===== src/rtl/onehot_chk_pkg.sv =====
// Shared types and helpers for the one-hot stream checker.
// Holds the check-mode enum and the popcount-width helper.
package onehot_chk_pkg;

  typedef enum logic [1:0] {
    ONEHOT         = 2'd0,
    ZERO_OR_ONEHOT = 2'd1,
    ONECOLD        = 2'd2,
    EXACT_K        = 2'd3
  } chk_mode_e;

  // Bits needed to hold a count from 0 up to and including w.
  function automatic int cnt_width(input int w);
    return $clog2(w + 1);
  endfunction

endpackage


===== src/rtl/onehot_stream_checker_popcount.sv =====
// Combinational popcount and lowest-set-bit finder.
// Ports: din -> count (set bits), idx (lowest set bit, 0 if none).
module popcount_lsb
  import onehot_chk_pkg::*;
#(
  parameter int DATA_WIDTH = 32,
  parameter int CNT_W      = cnt_width(DATA_WIDTH),
  parameter int IDX_W      = $clog2(DATA_WIDTH)
) (
  input  logic [DATA_WIDTH-1:0] din,
  output logic [CNT_W-1:0]      count,
  output logic [IDX_W-1:0]      idx
);

  always_comb begin
    count = '0;
    for (int i = 0; i < DATA_WIDTH; i++)
      count = count + CNT_W'(din[i]);
  end

  // Scan from the top down so the last hit is the lowest bit.
  always_comb begin
    idx = '0;
    for (int i = DATA_WIDTH - 1; i >= 0; i--)
      if (din[i]) idx = IDX_W'(i);
  end

endmodule


===== config.mk =====
export PLATFORM = sky130hd
export DESIGN_NAME = popcount_lsb
export DESIGN_NICKNAME = d
export VERILOG_FILES = /design/src/rtl/onehot_chk_pkg.sv /design/src/rtl/onehot_stream_checker_popcount.sv
export SDC_FILE = /design/constraint.sdc
export NUM_CORES = 1
export LEC_CHECK = 0
export BUFFER_PORTS_ARGS = -buffer_cell sky130_fd_sc_hd__buf_4
export CAP_MARGIN = 20
export CORE_ASPECT_RATIO = 1.75
export CORE_MARGIN = 10
export CORE_UTILIZATION = 30
export DETAILED_ROUTE_END_ITERATION = 8
export SYNTH_ARGS = -nofsm -noshare
export SYNTH_HDL_FRONTEND = slang
export SYNTH_SLANG_ARGS = --single-unit

===== constraint.sdc =====
create_clock -name vclk -period 5
set_input_delay 0 -clock vclk [all_inputs]
set_output_delay 0 -clock vclk [all_outputs]
set_load 0.1 [all_outputs]

[Yosys cells after proc, flatten, opt, wreduce, memory -nomap -nowiden]
Index checks and enable logic that the tools add are counted.
Word-level totals
  register bits: 0
  bits in writable memories: 0
  memory bits (read-only): 0
  input bits: 32
  word-level logic and storage cells: 63
  latch bits: 0
  memories: 0
Operators by class
  reductions and logical operators: 0
  shifts and indexed selects: 0
  bitwise gates (word level): 0
  order comparisons: 0
  multiplexer cells: 32
  divide/modulo/power cells: 0
  add/sub/neg operators: 31
  equality and inequality tests: 0
  multipliers: 0
Operator list (number)
  $mux W5: 32
  $add A6 B1 Y6: 26
  $add A5 B1 Y6: 1
  $add A4 B1 Y5: 1
  $add A3 B1 Y4: 1
  $add A2 B1 Y3: 1
  $add A1 B1 Y2: 1

[Depth between registers and ports, before layout]
Gate-level depths: netlist of the first run.
  depth in word-level cells: 32
  gate-level depth with buffers: 17
  mapped depth without buffers: 17

[Worst setup path after synthesis of the first run]
OpenSTA, ideal clock, no wires.
  path type: input -> output
  start point: input port din[11]
  end point: output port count[4]
  required time: 5.000 ns
  data arrival time: 5.405 ns
  stages on the path: 17
  slack: -0.405 ns
  cell sequence: fa_1 inv_1 fa_1 inv_1 fa_1 fa_1 fa_1 inv_1 fa_1 inv_1 ha_1 inv_1 fa_1 inv_1 a21o_1 a21oi_1 xnor2_1
Between the ends
  word-level cells in the longest chain between the ends: 21
Ends and longest elaborated chain
  start: declaration: line onehot_stream_checker_popcount.sv:10  | input logic [DATA_WIDTH-1:0] din,
  $add A6 B1 Y6 (21 in a row): line onehot_stream_checker_popcount.sv:18  | count = count + CNT_W'(din[i]);
  end: declaration: line onehot_stream_checker_popcount.sv:11  | output logic [CNT_W-1:0] count,
Every way passes these cells.

[Worst setup path in the final report of the first run]
  start point: input port din[17]
  end point: output port count[4]
Between the ends
  word-level cells in the longest chain between the ends: 15
Ends and longest elaborated chain (line)
  $add A6 B1 Y6 (15 in a row): onehot_stream_checker_popcount.sv:18
Every way passes these cells.

==> impl_metrics.ini, run 1 <==
[setup_path]
criticalPathCategory = in2out
setup.worst_path.start_class = input port
endpoint_type_of_the_worst_setup_path = primary output
crit_path_cell_trace = buf_4 -> fa_1 -> fa_1 -> inv_1 -> fa_1 -> inv_1 -> fa_1 -> fa_1 -> inv_1 -> fa_1 -> inv_1 -> ha_1 -> inv_1 -> fa_1 -> inv_1 -> a21o_1 -> a21oi_1 -> xnor2_2 -> buf_4
cp_max_fo = 4
crit_path_frequent_cell = fa_1
cp_data_arrival_time_ns = 4.66
critical-path-top-delay-family = adder cells
critical_path_buf_inv_count = 8
worst_ep_required_time_ns = 5.00
critical_path.max_stage_delay_ns = 0.53
worst_path_max_delay_cell = fa_1

[finish]
num-clock-buffers = 0
fillerInstances = 350
seq_cell_count = 0
num_antenna_cells = 0
fin_nets = 232
final_layout_size_suffix_gt1_frac = 0.287
register_area_um2 = 0
syn2layout_area_growth_pct = 36.8

[flow_run]
cap_viol_max_count = 0

[sta]
drv_slew = 0
final_setup_viols = 0
max_slew.worst_pin.slew_ns = 0.612
grt_setup_unrepaired = false
max_slew_headroom = 0.589
final.setup.tns_ns = 0
hold_ws_ns = 0.380
fin_hold_viols = 0
timing.final.crit_share = 0.933
max_freq_ghz = 0.214
layout_min_cycle_time_ns = 4.66

[synth]
muxShareOfSynthArea = 0
synth.area.top_cells = fa_1 (45%), inv_1 (9.5%), ha_1 (8.2%)
dominant_combinational_cell_family_by_area_after_synthesis = adder cells
seq_area_frac_synth = 0
yosysTopAreaCell = fa_1
post_synth_instance_area_um2 = 1070
number_of_instances_in_the_synthesized_netlist = 124
yosysWarnings = 0
synthSimpleGateAreaFrac = 0.183
synth_cell_type_count = 30
synth_adder_area_share = 0.530
synth_nets = 187
yosys.area_share.xor_xnor = 0.0245
synth_top_area_frac = 0.448
average_cell_area_after_synthesis_um2 = 8.65
synth_compound_gate_area_share = 0.168

[floorplan]
initial_utilization = 0.316
floorplan.die_area_um2 = 6460
die_y_um = 99.1
die-width_um = 65.2
design.portCount = 43
core.rowCount = 28
core_um2 = 3400

[grt]
vias_in_the_first_global_route = 1303
grt.total_usage = 0.104
grt_antenna_before_repair = 0
grt_first_pass_wirelength_um = 5700
maximum_number_of_pins_on_one_net_before_global_route_repair = 6
grt_remaining_overflow = 0

[detailed_routing]
avgViaCountPerCell = 5.09
drt-wirelength-per-cell_um = 15.0
detail_route.wirelength_um = 3180
drt-initial-drc-count = 25
detail_route.first_pass.iterations = 4
via_count = 1080
detail_route.drc_violations = 0
ant_nets = 0

[place]
gpl.final_weighted_congestion = 0.805
dp_hpwl_um = 3030
place.port_buffers = 43

[cts]
number_of_hold_repair_buffers_added_at_the_cts_stage = 0
postCtsResizedCells = 0
cts.repair_timing.setup_buffer_count = 0

[run_status]
outcome = finished, final reports clean

[min_path]
worst_hold_path_type = in2out
placed cells by master (no fill, tap or decap), drive strengths merged:
| cell | netlist | routed |
|---|---|---|
| a2111oi | 2 | 2 |
| a211oi | 1 | 1 |
| a21o | 2 | 2 |
| a21oi | 9 | 9 |
| a221oi | 1 | 1 |
| a311o | 1 | 1 |
| a311oi | 1 | 1 |
| a31oi | 1 | 1 |
| buf | 0 | 43 |
| fa | 24 | 24 |
| ha | 7 | 7 |
| inv | 27 | 27 |
| nand2 | 5 | 5 |
| nand2b | 1 | 1 |
| nand3 | 2 | 2 |
| nor2 | 12 | 12 |
| nor2b | 1 | 1 |
| nor3 | 5 | 5 |
| nor3b | 1 | 1 |
| nor4 | 6 | 6 |
| o2111ai | 1 | 1 |
| o21a | 1 | 1 |
| o21ai | 4 | 4 |
| o311ai | 1 | 1 |
| o31ai | 2 | 2 |
| or4 | 3 | 3 |
| xnor2 | 3 | 3 |
through the flow:
step | setup WS (ns) | std cells | util | area, um^2
floorplan | 0.0117 | 124 | - | 1090
global placement | 0.367 | 212 | 0.432 | 1470
detailed placement | 0.335 | 212 | 0.432 | 1470
CTS | 0.317 | 212 | 0.432 | 1470
global route | 0.109 | 212 | 0.432 | 1470
finish | 0.337 | 212 | 0.432 | 1470
final cells by class:
type	count	area (um^2)	area share
repair buffers	43	323	0.220
multi-input cells	97	986	0.672
inverters	27	101	0.0691
well taps	45	56.3	0.0384
path summary, 6_finish.rpt:
path                start        to  cells after the start
setup / recovery  din[17]  count[4]                     19
hold / removal     din[0]    idx[0]                      3
kinds of logic (layout without fill, tap and decap cells):
family | count (synthesis) | after routing
xor+xnor | 3 | 3
fa+ha+maj | 31 | 31
buf+inv | 27 | 70
simple gates | 36 | 36
compound gates | 27 | 27
synth_stat cells, types with 2 or more instances:
library cell   n
nor2_1        12
inv_1         27
a21oi_1        9
nand2_1        5
o21ai_1        3
ha_1           7
xnor2_1        3
nor4_2         2
nor3_1         4
nand3_1        2
nor4_1         4
fa_1          24
or4_1          3
o31ai_1        2
a21o_1         2
per-layer routing:
metal,part of all wire,up-vias,track usage
li1,-,512,-
met1,0.32,519,0.0986
met2,0.58,39,0.212
met3,0.064,10,0.0157
met4,0.037,0,0.0331
met5,0,-,0
tightest hold or removal path: stages:
cell and delay [ns]:
buf_4 0.10, a221oi_1 0.05, buf_4 0.23
Power of run 1 is not shown: default switching activity piles up to over one toggle a cycle in this logic, so the estimate is an artifact.
==> run 2: changes to the inputs <==
--- a/config.mk
+++ b/config.mk
@@ -5,12 +5,13 @@
 export SDC_FILE = /design/constraint.sdc
 export NUM_CORES = 1
 export LEC_CHECK = 0
-export BUFFER_PORTS_ARGS = -buffer_cell sky130_fd_sc_hd__buf_4
+export BUFFER_PORTS_ARGS = -buffer_cell sky130_fd_sc_hd__buf_2
 export CAP_MARGIN = 20
 export CORE_ASPECT_RATIO = 1.75
 export CORE_MARGIN = 10
 export CORE_UTILIZATION = 30
 export DETAILED_ROUTE_END_ITERATION = 8
+export GPL_TIMING_DRIVEN = 0
 export SYNTH_ARGS = -nofsm -noshare
 export SYNTH_HDL_FRONTEND = slang
 export SYNTH_SLANG_ARGS = --single-unit
==> constraint.sdc (replaced) <==
create_clock -name vclk -period 5.7
set_input_delay 0 -clock vclk [all_inputs]
set_output_delay 0 -clock vclk [all_outputs]
set_load 0.1 [all_outputs]
==> impl_metrics.ini, run 2 (synthesis gave the netlist of run 1 again) <==
[sta]
timing.final.crit_share = 0.833
layout_min_cycle_time_ns = 4.75
max_slew.worst_pin.slew_ns = 0.527
fin_hold_viols = 0
grt_setup_unrepaired = false
final_setup_viols = 0
drv_slew = 0
final.setup.tns_ns = 0
hold_ws_ns = 0.477
max_freq_ghz = 0.211
max_slew_headroom = 0.645
final_critical_path_setup_slack_ns = 0.950

[setup_path]
worst_ep_required_time_ns = 5.70
endpoint_type_of_the_worst_setup_path = primary output
cp_data_arrival_time_ns = 4.75
criticalPathCategory = in2out
cp_max_fo = 5
setup.worst_path.start_class = input port

[flow_run]
cap_viol_max_count = 0

[place]
gpl.final_weighted_congestion = 0.837
placedInstanceArea_um2 = 1340
place.port_buffers = 43
dp_slack_ns = 0.917
dp_hpwl_um = 2970

[grt]
maximum_number_of_pins_on_one_net_before_global_route_repair = 6
grt_antenna_before_repair = 0
grt.total_usage = 0.0941
grt_remaining_overflow = 0
grt_first_pass_wirelength_um = 5160
vias_in_the_first_global_route = 1182

[floorplan]
initial_utilization = 0.316
core.rowCount = 28
design.portCount = 43
core_um2 = 3400
die-width_um = 65.2
die_y_um = 99.1
floorplan.die_area_um2 = 6460

[detailed_routing]
via_count = 1058
detail_route.first_pass.iterations = 4
ant_nets = 0
detail_route.wirelength_um = 3150
drt-initial-drc-count = 22
drt-wirelength-per-cell_um = 14.8
detail_route.drc_violations = 0
avgViaCountPerCell = 4.99

[finish]
register_area_um2 = 0
mostFrequentLayoutCell = buf_2
fin_nets = 232
seq_cell_count = 0
layout_common_cells = buf_2 (43), inv_1 (27), fa_1 (24)
finalInstanceArea_um2 = 1340
fillerInstances = 382
syn2layout_area_growth_pct = 25.3
num_antenna_cells = 0
final_layout_size_suffix_gt1_frac = 0.275
num-clock-buffers = 0

[min_path]
worst_hold_path_type = in2out

[cts]
postCtsResizedCells = 0
number_of_hold_repair_buffers_added_at_the_cts_stage = 0
cts.repair_timing.setup_buffer_count = 0

[run_status]
outcome = finished, final reports clean
run 2: cell types whose count changed in the layout (fill, tap and decap cells not counted):
cell     delta
buf_2      +43
xnor2_1     +2
xnor2_2     -2
buf_4      -43
run 2: per-layer routing:
layer  vias to the layer above  wire length (um)  GRT usage
li1                        514                 -          -
met1                       510              1100     0.0958
met2                        28              1870      0.191
met3                         6               117     0.0124
met4                         0                54     0.0166
met5                         -                 0          0
run 2: path summary, 6_finish.rpt:
kind                start       end  slack [ns]  cells after the start
setup / recovery  din[11]  count[4]        0.95                     19
hold / removal     din[0]    idx[0]        0.48                      3
run 2: layout make-up:
| cell class | instances | area, um^2 | share of cell area |
|---|---|---|---|
| Multi-Input combinational cell | 97 | 971 | 0.723 |
| Timing Repair Buffer | 43 | 215 | 0.160 |
| Inverter | 27 | 101 | 0.0754 |
| Tap cell | 45 | 56.3 | 0.0419 |
run 2: critical path, stage by stage:
cell and delay (ns):
buf_2 0.14, fa_1 0.54, inv_1 0.05, fa_1 0.47, inv_1 0.05, fa_1 0.46, fa_1 0.51, fa_1 0.52
inv_1 0.05, fa_1 0.42, inv_1 0.07, ha_1 0.16, inv_1 0.06, fa_1 0.39, inv_1 0.07, a21o_1 0.11
a21oi_1 0.07, xnor2_1 0.15, buf_2 0.45
run 2: through the flow:
step | util | cells
after floorplan | - | 124
after global placement | 0.395 | 212
after detailed placement | 0.395 | 212
after CTS | 0.395 | 212
after global routing | 0.395 | 212
final | 0.395 | 212
Power of run 2 is left out for the same reason.
